**config.mk**
```make
export PLATFORM = sky130hd
export DESIGN_NAME = lcd1602_bus_driver
export DESIGN_NICKNAME = d
export VERILOG_FILES = /design/src/rtl/lcd1602_pkg.sv /design/src/rtl/lcd1602_delay_cnt.sv /design/src/rtl/lcd1602_bus_driver.sv
export SDC_FILE = /design/constraint.sdc
export NUM_CORES = 1
export LEC_CHECK = 0
export BUFFER_PORTS_ARGS = -buffer_cell sky130_fd_sc_hd__buf_2
export CAP_MARGIN = 40
export CORE_UTILIZATION = 50
export CTS_CLUSTER_DIAMETER = 30
export CTS_CLUSTER_SIZE = 24
export DETAILED_ROUTE_END_ITERATION = 16
export GPL_ROUTABILITY_DRIVEN = 0
export PLACE_DENSITY = 0.77
export SYNTH_ARGS = -nofsm -noshare
export SYNTH_HDL_FRONTEND = slang
export SYNTH_SLANG_ARGS = --single-unit
```
**constraint.sdc**
```tcl
create_clock -name clk -period 1.72 [get_ports clk]
set_clock_uncertainty 0.15 [all_clocks]
set_input_delay 0.086 -clock clk [delete_from_list [all_inputs] [get_ports clk]]
set_output_delay 0.086 -clock clk [all_outputs]
set_load 0.005 [all_outputs]
```
**src/rtl/lcd1602_pkg.sv**
```systemverilog
// Shared types, instruction constants and cycle-count helpers for the LCD1602 controller.
package lcd1602_pkg;

  typedef enum logic [2:0] {
    ST_IDLE,
    ST_SETUP,
    ST_E_HIGH,
    ST_HOLD,
    ST_NIBBLE_GAP,
    ST_EXEC_WAIT
  } lcd_state_e;

  localparam logic [7:0] LCD_CLEAR = 8'h01;
  localparam logic [7:0] LCD_HOME  = 8'h02;

  // A zero-length delay still occupies one cycle.
  function automatic int unsigned at_least_one(input int unsigned n);
    return (n == 0) ? 1 : n;
  endfunction

  function automatic int unsigned us_to_cyc(input int unsigned us, input int unsigned clk_mhz);
    return at_least_one(us * clk_mhz);
  endfunction

  function automatic int unsigned max2(input int unsigned a, input int unsigned b);
    return (a > b) ? a : b;
  endfunction

endpackage

```
**src/rtl/lcd1602_delay_cnt.sv**
```systemverilog
// Loadable saturating down-counter; done_c is high while the count sits at zero.
module lcd1602_delay_cnt #(
  parameter int unsigned CNT_W = 17
) (
  input  logic             clk,
  input  logic             rst_n,
  input  logic             load,
  input  logic [CNT_W-1:0] load_val,
  output logic             done_c
);

  logic [CNT_W-1:0] cnt_q;

  always_ff @(posedge clk or negedge rst_n) begin
    if (!rst_n) begin
      cnt_q <= '0;
    end else if (load) begin
      cnt_q <= load_val;
    end else if (cnt_q != '0) begin
      cnt_q <= cnt_q - CNT_W'(1);
    end
  end

  assign done_c = (cnt_q == '0);

endmodule

```
**src/rtl/lcd1602_bus_driver.sv**
```systemverilog
// HD44780 write-cycle generator: byte handshake in, RS/E/DB pin timing out.
// Define LCD1602_4BIT_MODE_EN for a 4-bit bus (two nibble cycles per byte).
module lcd1602_bus_driver
  import lcd1602_pkg::*;
#(
  parameter int unsigned CLK_MHZ    = 50,
  parameter int unsigned SETUP_CYC  = 3,
  parameter int unsigned E_HIGH_CYC = 12,
  parameter int unsigned HOLD_CYC   = 2,
  parameter int unsigned EXEC_US    = 40,
  parameter int unsigned CLEAR_US   = 1600
) (
  input  logic       clk,
  input  logic       reset,
  input  logic       cmd_valid_i,
  input  logic       cmd_rs_i,
  input  logic [7:0] cmd_data_i,
  output logic       cmd_ready_o,
  output logic       busy_o,
  output logic       lcd_rs_o,
  output logic       lcd_rw_o,
  output logic       lcd_e_o,
  output logic [7:0] lcd_data_o
);

  localparam int unsigned SETUP_N = at_least_one(SETUP_CYC);
  localparam int unsigned EHIGH_N = at_least_one(E_HIGH_CYC);
  localparam int unsigned HOLD_N  = at_least_one(HOLD_CYC);
  localparam int unsigned EXEC_N  = us_to_cyc(EXEC_US, CLK_MHZ);
  localparam int unsigned CLEAR_N = us_to_cyc(CLEAR_US, CLK_MHZ);
  localparam int unsigned MAX_N   = max2(max2(max2(SETUP_N, EHIGH_N), max2(HOLD_N, EXEC_N)),
                                         max2(CLEAR_N, us_to_cyc(1, CLK_MHZ)));
  localparam int unsigned CNT_W   = $clog2(MAX_N + 1);
`ifdef LCD1602_4BIT_MODE_EN
  localparam int unsigned GAP_N   = us_to_cyc(1, CLK_MHZ);
`endif

  lcd_state_e       state_q, state_d;
  logic             cnt_load;
  logic [CNT_W-1:0] cnt_val;
  logic             cnt_done_c;
  logic             accept_c;
  logic             long_wait_c;
  logic [7:0]       lat_data;
`ifdef LCD1602_4BIT_MODE_EN
  logic             nib_lo_q;
`endif

  lcd1602_delay_cnt #(.CNT_W(CNT_W)) u_delay (
    .clk      (clk),
    .rst_n    (reset),
    .load     (cnt_load),
    .load_val (cnt_val),
    .done_c   (cnt_done_c)
  );

  // Clear Display and Return Home (0x01..0x03) need the long execution wait.
  assign long_wait_c = !lcd_rs_o && ((lat_data == LCD_CLEAR) || (lat_data[7:1] == LCD_HOME[7:1]));
  assign lcd_rw_o    = 1'b0;

  always_comb begin
    state_d  = state_q;
    cnt_load = 1'b0;
    cnt_val  = '0;
    accept_c = 1'b0;
    case (state_q)
      ST_IDLE: begin
        if (cmd_valid_i) begin
          accept_c = 1'b1;
          state_d  = ST_SETUP;
          cnt_load = 1'b1;
          cnt_val  = CNT_W'(SETUP_N - 1);
        end
      end
      ST_SETUP: begin
        if (cnt_done_c) begin
          state_d  = ST_E_HIGH;
          cnt_load = 1'b1;
          cnt_val  = CNT_W'(EHIGH_N - 1);
        end
      end
      ST_E_HIGH: begin
        if (cnt_done_c) begin
          state_d  = ST_HOLD;
          cnt_load = 1'b1;
          cnt_val  = CNT_W'(HOLD_N - 1);
        end
      end
      ST_HOLD: begin
        if (cnt_done_c) begin
`ifdef LCD1602_4BIT_MODE_EN
          if (!nib_lo_q) begin
            state_d  = ST_NIBBLE_GAP;
            cnt_load = 1'b1;
            cnt_val  = CNT_W'(GAP_N - 1);
          end else
`endif
          begin
            state_d  = ST_EXEC_WAIT;
            cnt_load = 1'b1;
            cnt_val  = long_wait_c ? CNT_W'(CLEAR_N - 1) : CNT_W'(EXEC_N - 1);
          end
        end
      end
`ifdef LCD1602_4BIT_MODE_EN
      ST_NIBBLE_GAP: begin
        if (cnt_done_c) begin
          state_d  = ST_SETUP;
          cnt_load = 1'b1;
          cnt_val  = CNT_W'(SETUP_N - 1);
        end
      end
`endif
      ST_EXEC_WAIT: begin
        if (cnt_done_c) begin
          state_d = ST_IDLE;
        end
      end
      default: state_d = ST_IDLE;
    endcase
  end

  // Pin outputs are registered from the next state so they change with the state register.
  always_ff @(posedge clk or negedge reset) begin
    if (!reset) begin
      state_q     <= ST_IDLE;
      cmd_ready_o <= 1'b1;
      busy_o      <= 1'b0;
      lcd_e_o     <= 1'b0;
      lcd_rs_o    <= 1'b0;
      lcd_data_o  <= 8'h00;
      lat_data    <= 8'h00;
`ifdef LCD1602_4BIT_MODE_EN
      nib_lo_q    <= 1'b0;
`endif
    end else begin
      state_q     <= state_d;
      cmd_ready_o <= (state_d == ST_IDLE);
      busy_o      <= (state_d != ST_IDLE);
      lcd_e_o     <= (state_d == ST_E_HIGH);
      if (accept_c) begin
        lcd_rs_o <= cmd_rs_i;
        lat_data <= cmd_data_i;
`ifdef LCD1602_4BIT_MODE_EN
        lcd_data_o <= {cmd_data_i[7:4], 4'h0};
        nib_lo_q   <= 1'b0;
`else
        lcd_data_o <= cmd_data_i;
`endif
      end
`ifdef LCD1602_4BIT_MODE_EN
      else if ((state_q == ST_NIBBLE_GAP) && cnt_done_c) begin
        lcd_data_o <= {lat_data[3:0], 4'h0};
        nib_lo_q   <= 1'b1;
      end
`endif
    end
  end

endmodule

```
# --- After elaboration in Yosys (flattened, before gate mapping) ---
# Index checks and enable logic that the tools add are counted.
classes:
  n_addsub: 1
  eq_ne: 7
  n_mux: 18
  reduce_logical: 10
op_table:
  columns: ["op", "count"]
  rows:
  - ["17-bit 2-to-1 mux", 4]
  - ["17-bit one-hot mux with 4 select lines", 1]
  - ["17-bit zero test", 1]
  - ["17-bit nonzero test", 1]
  - ["17-bit by 1-bit subtractor with 17-bit output (second input constant)", 1]
  - ["3-bit 2-to-1 mux", 5]
  - ["3-bit one-hot mux with 5 select lines", 1]
  - ["3-bit by 2-bit equality test with 1-bit output (second input constant)", 3]
  - ["8-bit by 1-bit equality test with 1-bit output (second input constant)", 1]
  - ["7-bit by 1-bit equality test with 1-bit output (second input constant)", 1]
  - ["3-bit zero test", 2]
  - ["1-bit 2-to-1 mux", 4]
  - ["4-bit 2-to-1 mux", 1]
  - ["3-bit by 1-bit equality test with 1-bit output (second input constant)", 1]
  - ["3-bit equality test (second input constant)", 1]
  - ["3-bit nonzero test", 1]
  - ["3-bit OR reduction", 1]
  - ["2-bit 2-to-1 mux", 1]
  - ["1-bit one-hot mux with 2 select lines", 1]
  - ["2-bit nonzero test", 1]
  - ["1-bit logical AND", 1]
  - ["1-bit zero test", 1]
  - ["1-bit logical OR", 1]
totals:
  reg_bits: 32
  inputBits: 12
  output_inout_bits: 13
  word_cells: 43

# --- Depth between registers and ports, before layout ---
# Gate-level depths: netlist of the first run.
logic_depth:
  ltp_word: 7
  depth_mapped: 8
  mapped_depth_nobuf: 7

# --- Cells and area by module ---
# A second synthesis of the first run with hierarchy kept.
unflattened:
  cells_unflattened: 162
  area_unflattened_um2: 1725.4
modules_own_cells:
  columns: ["mod", "instances", "cells_each", "area_each_um2", "seq_area_each_um2"]
  rows:
  - ["lcd1602_delay_cnt", 1, 109, 1033.5, 425.4]
  - ["lcd1602_bus_driver", 1, 53, 691.9, 376.6]

# --- Least setup slack after synthesis of the first run ---
# OpenSTA, ideal clock, no wires.
synth_path:
  kind: "register -> register"
  startpoint: "reg state_q[0]"
  endpoint: "reg lat_data[2]"
  t_arrival_ns: 1.596
  required_ns: 1.445
  path_slack_ns: -0.151
  stages_incl_launch_ff: 5
  n_path_buf: 2
  period_less_slack_ns: 1.871
  path_cell_list: "dfrtp_1 > clkbuf_1 > nor4b_2 > buf_2 > mux2_2"
synth_between:
  elab_chain_len: 2
synth_lines:
  columns: ["element", "line_no", "text"]
  rows:
  - ["start, declared", "lcd1602_bus_driver.sv:38", "lcd_state_e state_q, state_d;"]
  - ["start signal, assigned", "lcd1602_bus_driver.sv:137", "state_q <= state_d;"]
  - ["3-bit zero test", "lcd1602_bus_driver.sv:66", "case (state_q)"]
  - ["1-bit 2-to-1 mux", "lcd1602_bus_driver.sv:66", null]
  - ["end signal, assigned", "lcd1602_bus_driver.sv:143", "lat_data <= cmd_data_i;"]
  - ["end, declared", "lcd1602_bus_driver.sv:44", "logic [7:0] lat_data;"]
# Every way passes these cells.
# A chain may end at the register's enable or synchronous reset.

# --- Worst setup path in the final report of the first run ---
layout_path:
  startpoint: "reg u_delay.cnt_q[10]"
  endpoint: "reg u_delay.cnt_q[8]"
layout_between:
  elab_chain_len: 4
  elab_cells_between_ends: 8
layout_lines:
  columns: ["element", "line_no", "text"]
  rows:
  - ["start, declared", "lcd1602_delay_cnt.sv:12", "logic [CNT_W-1:0] cnt_q;"]
  - ["start signal, assigned", "lcd1602_delay_cnt.sv:18", "cnt_q <= load_val;"]
  - ["start signal, assigned", "lcd1602_delay_cnt.sv:20", "cnt_q <= cnt_q - CNT_W'(1);"]
  - ["17-bit zero test", "lcd1602_delay_cnt.sv:24", "assign done_c = (cnt_q == '0);"]
  - ["17-bit 2-to-1 mux or 1-bit 2-to-1 mux (tied branches)", "lcd1602_bus_driver.sv:90, lcd1602_bus_driver.sv:76, lcd1602_bus_driver.sv:83", null]
  - ["17-bit one-hot mux with 4 select lines or 1-bit one-hot mux with 2 select lines (tied branches)", "lcd1602_bus_driver.sv:66", null]
  - ["17-bit 2-to-1 mux or 2-bit nonzero test (tied branches)", null, null]
# Several ways; a longest one is shown, not always the timed one.

==> qor.yml, run 1 <==
setup_path:
  critical_path.cell_chain: "nor4_4 -> nand4b_4 -> buf_6 -> nor2_4 -> buf_4 -> a21o_4 -> o21ai_1"
  critPathArrivalTime_ns: 2.09
  crit_fanout: 8
  cp.required_ns: 1.79
  slowest_delay_ns: 0.43
  worst_path_max_delay_cell: "dfrtp_1"
  path_delay_family: "simple AND/OR/NAND/NOR gates"
  crit_type: "flop to flop"
  worstSetupEndpointType: "flop"
  cp-start-kind: "flop"
  r2r_slack_ns: -0.30
  crit_buf_inv: 2
grt:
  overflow: 0
  grt_max_degree: 33
  grt_use_total: 0.316
  antenna_found_initial: 0
  grt_pass1_wl_microns: 8400
  grt_pass1_vias: 1820
clock_network:
  cts_made_buffers: 5
  cts_root_buffer: "clkbuf_4"
  clock_latency_ns: 0.33
  clockBufferDepth: 2
  cts_tree: "built"
  htree_levels: 2
  clk_pin_slew_worst_paths_ns: 0.11
  cts_sinks: 32
layout:
  final_cells: 309
  ff_latch_area_sq_um: 803
  areaGrowthSynthToFinish_pct: 55.4
  fillers: 196
  multiInputGateArea_sq_mm: 0.00111
  nets: 276
  num_antenna_cells: 0
  final_layout_size_suffix_gt1_frac: 0.529
logic_synthesis:
  synthArstFlopShare: 1.00
  yosysSeqAreaShare: 0.455
  synth.most_common_cell: "dfrtp_1"
  synth_cell_types: 50
  postSynthAreaPerCell_sq_um: 10.2
  synthTopCellsByCount: "31 x dfrtp_1, 18 x nor2_1, 16 x a21oi_1, 12 x nand2_1"
  yosys_warnings: 0
  syn_inst: 172
  synth-edff-count: 0
  synth_flop_cell: "dfrtp_1"
  synth_top_area_share: 0.440
  synth.area.top_cells: "dfrtp_1 44%, mux2_2 5.7%, a21oi_1 4.5%"
  yosys.area.top_type: "dfrtp_1"
  ys_ff_latch: 32
  netlist_area_sq_mm: 0.00176
  syn_nets: 186
drt:
  drt_first_pass_iters: 4
  ant_nets: 0
  drtIter0Drc: 126
  drc_errors: 0
  vias: 1791
  wl_per_cell_microns: 18.1
  avgViaCountPerCell: 5.80
  routed_wl_microns: 5600
die:
  core_area_sq_mm: 0.00336
  die_height_microns: 61.4
  dieArea_sq_mm: 0.00377
  num_io_pins: 25
  rows: 21
  die_w_microns: 61.4
  start_util: 0.524
outcome:
  status: "finished with violations"
  violations: "setup timing"
power:
  p_leak_nw: 1.25
  switching_share: 0.321
  pwr-share-clk: 0.252
  p_per_area_mw_per_mm2: 952
  sequentialPowerShare: 0.381
  peakVddDrop_mv: 0.651
  p_int_mw: 1.77
  p_switching_mw: 0.838
  power_frac_comb: 0.367
timing:
  tns_ns: -5.36
  rsz0062_at_grt: "yes"
  setup_viol: 23
  drv_slew: 0
  worst_pin_slew_ns: 0.718
  fin_crit_sh: 1.18
  setup_ws_ns: -0.301
  clock.fmax_mhz: 495
  min_period_ns: 2.02
  finalHoldViolations: 0
  relSlewSlack: 0.522
hold_path:
  hold_class: "primary input to asynchronous set/reset pin"
flow_run:
  maxCapViolCount: 0
place:
  placed_cells: 275
  hpwl_microns: 3260
  io_buffers: 23
## flip-flops by register name (all words and copies together) (netlist names)
| name | cells |
|---|---|
| lcd_rs_o | 1 |
| u_delay.cnt_q | 17 |
| cmd_ready_o | 1 |
| state_q | 3 |
| lcd_e_o | 1 |
| busy_o | 1 |
| lat_data | 8 |
## placed cells by master (no fill, tap or decap), types with 3 or more instances in the layout
master / netlist / routed
o21ai_0: 9 / 3
nand4_1: 5 / 5
xnor2_1: 8 / 7
buf_4: 1 / 50
dfrtp_1: 31 / 30
a21oi_1: 16 / 6
nor3_1: 5 / 4
nand2_1: 12 / 10
o21ai_1: 2 / 6
dlygate4sd3_1: 0 / 11
clkbuf_4: 0 / 5
mux2_2: 9 / 9
nor2_1: 18 / 18
buf_2: 3 / 23
a21oi_2: 0 / 10
buf_6: 0 / 4
## per-layer routing
layer / vias up / track usage / routed length (microns)
li1: 805 / - / -
met1: 899 / 0.360 / 2220
met2: 69 / 0.542 / 2980
met3: 18 / 0.0714 / 223
met4: 0 / 0.194 / 174
met5: - / 0 / 0
## cell type report
class,count,area share
tap,46,0.0210
sequential,32,0.293
multi-input combinational,131,0.404
clock buffer,7,0.0238
clock inverter,1,0.0110
inverter,3,0.00411
timing repair buffer,89,0.243
## cells by family (layout without fill, tap and decap cells)
family | count (synthesis) | in the layout | share of synthesized area
and+or+nand+nor | 70 | 70 | 0.264
AOI/OAI and AO/OA | 40 | 40 | 0.139
DFF | 32 | 32 | 0.455
xor gates and xnor gates | 9 | 9 | 0.0447
muxes | 9 | 9 | 0.0575
buffers and inverters | 9 | 100 | 0.0234
adders and majority gates | 2 | 2 | 0.0142
other | 1 | 1 | 0.00213
## worst paths after layout
path	startpoint	end	depth (start not counted)
max	u_delay.cnt_q[10]	u_delay.cnt_q[8]	7
min	reset	u_delay.cnt_q[12]	2
max reg2reg	u_delay.cnt_q[10]	u_delay.cnt_q[8]	7
min reg2reg	lcd_rs_o	lcd_rs_o	1
max in group asynchronous	reset	state_q[1]	2
min in group clk	cmd_data_i[5]	lat_data[5]	3
## power groups by stage
stage / registers [mW] / logic, mW / clock network (mW)
after floorplan: 1.02 / 0.350 / 0
after global placement: 0.986 / 0.720 / 0
after detailed placement: 0.999 / 0.742 / 0
after CTS: 0.987 / 0.833 / 0.650
after global routing: 1.00 / 1.03 / 0.691
final: 0.994 / 0.957 / 0.657
## repair_timing
| item | in CTS | in global routing |
|---|---|---|
| hold endpoints to repair | 42 | 0 |
| cloned | 0 | 0 |
| endpoints found under the setup margin | 23 | 30 |
| pin swaps | 19 | 21 |
| buffers inserted | 6 | 9 |
| gates resized for setup | 21 | 24 |
| hold buffers | 11 | 0 |
## per-stage QoR
step	setup WS [ns]	util	area (sq um)	power, mW	hold slack [ns]
floorplan	-0.129	-	1800	1.37	-0.360
global placement	-0.192	0.668	2250	1.71	0.00940
detailed placement	-0.240	0.668	2250	1.74	0.0208
CTS	-0.213	0.766	2570	2.47	0.205
global route	-0.374	0.814	2740	2.72	0.267
finish	-0.301	0.814	2740	2.61	0.178
## worst register-to-register path: stages, from the launching register on
cell and delay [ns]:
dfrtp_1 0.43, nor4_4 0.38, nand4b_4 0.21, buf_6 0.18, nor2_4 0.20, buf_4 0.15, a21o_4 0.14, o21ai_1 0.08
No activity file was read; power rests on OpenSTA's default activity.
==> run 2, diff against run 1 <==
--- a/config.mk
+++ b/config.mk
@@ -12,7 +12,8 @@
 export CTS_CLUSTER_SIZE = 24
 export DETAILED_ROUTE_END_ITERATION = 16
 export GPL_ROUTABILITY_DRIVEN = 0
-export PLACE_DENSITY = 0.77
+export MAX_ROUTING_LAYER = met4
+export PLACE_DENSITY = 0.74
 export SYNTH_ARGS = -nofsm -noshare
 export SYNTH_HDL_FRONTEND = slang
 export SYNTH_SLANG_ARGS = --single-unit
==> constraint.sdc (replaced) <==
create_clock -name clk -period 2.4 [get_ports clk]
set_clock_uncertainty 0.15 [all_clocks]
set_input_delay 0.12 -clock clk [delete_from_list [all_inputs] [get_ports clk]]
set_output_delay 0.12 -clock clk [all_outputs]
set_load 0.005 [all_outputs]
==> qor.yml, run 2 (same netlist as run 1, synthesis figures left out) <==
grt:
  grt_use_total: 0.231
  grt_max_degree: 33
  grt_pass1_vias: 1363
  overflow: 0
  antenna_found_initial: 0
  grt_pass1_wl_microns: 6040
die:
  rows: 21
  dieArea_sq_mm: 0.00377
  die_w_microns: 61.4
  start_util: 0.524
  num_io_pins: 25
  die_height_microns: 61.4
  core_area_sq_mm: 0.00336
setup_path:
  r2r_cells: 6
  cp.required_ns: 2.47
  r2r_slack_ns: 0.24
  critical_path.cell_chain: "nor4_4 -> and4b_1 -> nand2_1 -> buf_4 -> nor2_4 -> nor2_1"
  crit_buf_inv: 1
  crit_fanout: 8
  crit_cells: 6
  critPathArrivalTime_ns: 2.23
  r2r-start: "u_delay.cnt_q[11]"
  worst_path_max_delay_cell: "dfrtp_1"
  path_delay_family: "simple AND/OR/NAND/NOR gates"
  r2r_end: "u_delay.cnt_q[2]"
  cp-start-kind: "flop"
  slowest_delay_ns: 0.46
  worstSetupEndpointType: "flop"
  crit_type: "flop to flop"
drt:
  drtIter0Drc: 93
  drc_errors: 0
  ant_nets: 0
  drt_first_pass_iters: 4
  routed_wl_microns: 3730
  avgViaCountPerCell: 5.62
  wl_per_cell_microns: 14.5
  vias: 1444
layout:
  layout_commonest_cell: "dfrtp_1"
  areaGrowthSynthToFinish_pct: 19.7
  most-common-layout-cells: "31 x dfrtp_1, 23 x buf_2, 18 x nor2_1"
  nets: 225
  final_area_sq_mm: 0.00211
  fillers: 307
  final_layout_size_suffix_gt1_frac: 0.261
  largest_reg_flops: 17
  regMostFlops: "u_delay.cnt_q"
  final_core_util: 0.628
  num_antenna_cells: 0
  reg.largest.list: "u_delay.cnt_q (17), lat_data (8), state_q (3)"
timing:
  clock.fmax_mhz: 463
  relSlewSlack: 0.537
  setup_ws_ns: 0.239
  tns_ns: 0
  min_period_ns: 2.16
  whs_ns: 0.215
  rsz0062_at_grt: "no"
  fin_crit_sh: 0.900
  setup_viol: 0
  worst_pin_slew_ns: 0.694
  finalHoldViolations: 0
  drv_slew: 0
power:
  sequentialPowerShare: 0.520
  switching_share: 0.323
  pwr-share-clk: 0.242
  p_leak_nw: 0.922
  p_int_mw: 0.958
  p_per_area_mw_per_mm2: 670
  power_frac_comb: 0.238
  p_switching_mw: 0.457
  peakVddDrop_mv: 0.403
clock_network:
  cts_made_buffers: 5
  cts_sinks: 32
  clk_pin_slew_worst_paths_ns: 0.10
  cts_root_buffer: "clkbuf_4"
  cts_tree: "built"
  cts_resized: 0
  clock_latency_ns: 0.33
  htree_levels: 2
  clockBufferDepth: 2
  cts_setup_buffers: 0
hold_path:
  hold_class: "primary input to asynchronous set/reset pin"
place:
  dpl-instance-area_sq_mm: 0.00194
  hpwl_microns: 2630
  post-place-ws_ns: 0.242
  io_buffers: 23
flow_run:
  maxCapViolCount: 0
outcome:
  status: "finished clean"
run 2: changes by cell type in the layout (fill, tap and decap cells not counted), sizes merged:
cell / previous run / this run
bufinv: 1 / 0
buf: 78 / 27
run 2: timing repair:
action / 4_1_cts / 5_1_grt
hold endpoints to repair: 42 / 0
setup endpoints to repair: 0 / 0
hold buffers: 11 / 0
run 2: power by group through the flow:
stage                     registers [mW]  logic, mW  clock network, mW
after floorplan                    0.729      0.245                  0
after global placement             0.741      0.315                  0
after detailed placement           0.746      0.320                  0
after CTS                          0.736      0.338              0.348
after global routing               0.748      0.378              0.379
final                              0.736      0.337              0.342
run 2: layer usage:
metal  track usage  part of all wire  up-vias  wire length, microns
met5             -                 0        -                     0
met4        0.0857             0.013        0                    48
met3        0.0588             0.047        7                   176
met2         0.365              0.50       46                  1850
met1         0.286              0.44      692                  1650
li1              -                 -      699                     -
run 2: worst max path at each step:
| stage | from | to | slack (ns) |
|---|---|---|---|
| 3_5_place_dp | u_delay.cnt_q[11] | u_delay.cnt_q[2] | 0.24 |
| 2_1_floorplan | state_q[0] | lat_data[2] | 0.53 |
| 3_3_place_gp | u_delay.cnt_q[11] | state_q[1] | 0.30 |
| 5_1_grt | u_delay.cnt_q[0] | u_delay.cnt_q[13] | 0.08 |
| 4_1_cts | u_delay.cnt_q[11] | u_delay.cnt_q[2] | 0.23 |
| 6_report | u_delay.cnt_q[11] | u_delay.cnt_q[2] | 0.24 |
run 2: per-stage QoR:
stage | power [mW] | cells
final | 1.42 | 257
after global routing | 1.50 | 257
after CTS | 1.42 | 257
after detailed placement | 1.07 | 239
after global placement | 1.06 | 239
after floorplan | 0.974 | 172
run 2: area by class of cell:
cell class	count	area, sq um	share of cell area
Inverter	3	11.3	0.00533
Multi-Input combinational cell	131	920	0.436
Clock buffer	7	65.1	0.0308
Sequential cell	32	802	0.380
Timing Repair Buffer	38	255	0.121
Tap cell	46	57.6	0.0273
==> run 3, diff against run 2 <==
--- a/config.mk
+++ b/config.mk
@@ -5,6 +5,7 @@
 export SDC_FILE = /design/constraint.sdc
 export NUM_CORES = 1
 export LEC_CHECK = 0
+export ABC_AREA = 1
 export BUFFER_PORTS_ARGS = -buffer_cell sky130_fd_sc_hd__buf_2
 export CAP_MARGIN = 40
 export CORE_UTILIZATION = 50
@@ -12,8 +13,9 @@
 export CTS_CLUSTER_SIZE = 24
 export DETAILED_ROUTE_END_ITERATION = 16
 export GPL_ROUTABILITY_DRIVEN = 0
+export GPL_TIMING_DRIVEN = 1
 export MAX_ROUTING_LAYER = met4
-export PLACE_DENSITY = 0.74
+export PLACE_DENSITY = 0.73
 export SYNTH_ARGS = -nofsm -noshare
 export SYNTH_HDL_FRONTEND = slang
 export SYNTH_SLANG_ARGS = --single-unit
==> qor.yml, run 3 <==
outcome:
  status: "finished clean"
logic_synthesis:
  syn_nets: 276
  synthTopCellsByCount: "78 x nand2_1, 31 x dfrtp_1, 30 x nor2_1, 27 x inv_1, 27 x nand3_1"
  synthArstFlopShare: 1.00
  netlist_area_sq_mm: 0.00201
  syn_inst: 262
  synth_top_area_share: 0.386
  synth-edff-count: 0
  yosys_warnings: 0
  synth_cell_types: 30
  postSynthAreaPerCell_sq_um: 7.67
  yosys.area.top_type: "dfrtp_1"
  ys_ff_latch: 32
  yosysSeqAreaShare: 0.399
  synth.most_common_cell: "nand2_1"
  synth.area.top_cells: "dfrtp_1 39%, nand2_1 15%, nand3_1 6.7%"
  synth_flop_cell: "dfrtp_1"
place:
  io_buffers: 23
  dpl-instance-area_sq_mm: 0.00215
  hpwl_microns: 3110
  placed_cells: 328
drt:
  avgViaCountPerCell: 4.99
  drc_errors: 0
  wl_met2_microns: 2010
  route.met3.wl_microns: 193
  top_layer: "met4"
  vias: 1727
  drt_first_pass_iters: 4
  wl_met1_microns: 2060
  wl_per_cell_microns: 12.4
  drtIter0Drc: 108
  ant_nets: 0
  routed_wl_microns: 4310
clock_network:
  cts_made_buffers: 5
  clk_pin_slew_worst_paths_ns: 0.07
  cts_tree: "built"
  clock_latency_ns: 0.28
  cts_sinks: 32
  cts_resized: 0
  cts_hold_buf: 10
  clockBufferDepth: 2
  htree_levels: 2
  cts_setup_buffers: 0
  cts_root_buffer: "clkbuf_8"
die:
  rows: 22
  start_util: 0.533
  num_io_pins: 25
  die_height_microns: 65.4
  dieArea_sq_mm: 0.00428
  core_area_sq_mm: 0.00377
  die_w_microns: 65.4
power:
  p_leak_nw: 1.36
  peakVddDrop_mv: 0.623
  p_per_area_mw_per_mm2: 455
layout:
  layout_commonest_cell: "nand2_1"
  nets: 311
  final_layout_size_suffix_gt1_frac: 0.211
  regMostFlops: "u_delay.cnt_q"
  num_antenna_cells: 0
  most-common-layout-cells: "78 x nand2_1, 31 x dfrtp_1, 30 x nor2_1"
  largest_reg_flops: 17
  reg.largest.list: "u_delay.cnt_q (17), lat_data (8), state_q (3)"
  areaGrowthSynthToFinish_pct: 17.1
  final_area_sq_mm: 0.00235
  final_core_util: 0.624
  final_cells: 346
  fillers: 325
timing:
  min_period_ns: 1.79
  fin_crit_sh: 0.744
  relSlewSlack: 0.523
  tns_ns: 0
  finalHoldViolations: 0
  rsz0062_at_grt: "no"
  setup_viol: 0
  worst_pin_slew_ns: 0.715
  clock.fmax_mhz: 560
  drv_slew: 0
flow_run:
  maxCapViolCount: 0
setup_path:
  worstSetupEndpointType: "flop"
  cp-start-kind: "flop"
  critical_path.cell_chain: "inv_1 -> ha_1 -> inv_1 -> nor2_1 -> nand2_1 -> nor2_2 -> nand2_4 -> nor2_8 -> nand3b_4 -> a21oi_1"
  crit_fanout: 6
  slowest_delay_ns: 0.38
  crit_top_cell: "inv_1"
  critPathArrivalTime_ns: 1.84
  worst_path_max_delay_cell: "dfrtp_1"
  crit_type: "flop to flop"
  cp.required_ns: 2.45
grt:
  grt_pass1_wl_microns: 7140
  grt_pass1_vias: 1517
  grt_use_total: 0.232
  antenna_found_initial: 0
  overflow: 0
  grt_max_degree: 33
hold_path:
  hold_class: "primary input to asynchronous set/reset pin"
[run 3: cell types whose count changed in the layout (fill, tap and decap cells not counted), sizes merged, moves of 4 or more]
cell   before  now
nor3        7    1
o21ai      11    5
or3         4    0
inv         3   28
nor2       20   43
nand3       2   29
mux2        9    0
xor2        1    5
xnor2       8    2
nand2      12   87
nor4        4    0
[run 3: cells by family after synthesis]
group                      Yosys count  synth area share
adders and majority gates            2            0.0124
buffers and inverters               35            0.0803
xor gates and xnor gates             7            0.0305
DFF                                 32             0.399
AOI/OAI and AO/OA                   18            0.0448
other                                1           0.00187
and+or+nand+nor                    167             0.431
[run 3: path summary, 6_finish.rpt]
kind	from	to	slack (ns)	cells after the start
worst max-delay path	u_delay.cnt_q[0]	u_delay.cnt_q[11]	0.61	10
worst min-delay path	reset	u_delay.cnt_q[2]	0.28	2
worst max register to register	u_delay.cnt_q[0]	u_delay.cnt_q[11]	0.61	10
worst min register to register	lat_data[5]	lat_data[5]	0.36	2
max in group asynchronous	reset	state_q[1]	1.35	2
min in group clk	cmd_valid_i	lat_data[4]	0.28	7
[run 3: report_power, final]
part	switching, mW	internal (mW)
sequential	0	0.539
clock	0.190	0.308
combinational	0.0153	0.0170
[run 3: cell type report]
class	instances	area (sq um)	share of cell area
well taps	48	60.1	0.0255
repair buffers	34	223	0.0946
inverters	29	114	0.0484
flip-flops and latches	32	802	0.341
multi-input cells	195	1050	0.445
clock buffers	6	72.6	0.0308
clock inverters	2	35.0	0.0149
[run 3: stage by stage]
stage / worst slack (ns) / hold slack (ns) / power (mW)
after floorplan: 0.796 / -0.326 / 0.552
after detailed placement: 0.625 / 0.0657 / 0.570
final: 0.615 / 0.276 / 1.07
after global placement: 0.678 / 0.0633 / 0.570
after global routing: 0.450 / 0.321 / 1.12
after CTS: 0.604 / 0.257 / 1.08
[run 3: worst max-delay path: cells and delay by family, from the launching register on]
kind,cells,cell delay (ns)
buffers and inverters,2,0.16
AOI/OAI and AO/OA,1,0.17
and+or+nand+nor,6,0.65
DFF,1,0.38
adders and majority gates,1,0.19
[run 3: layer usage]
layer,GRT usage,up-vias
met3,0.0503,4
li1,-,881
met5,-,-
met4,0.0870,0
met2,0.343,50
met1,0.312,792
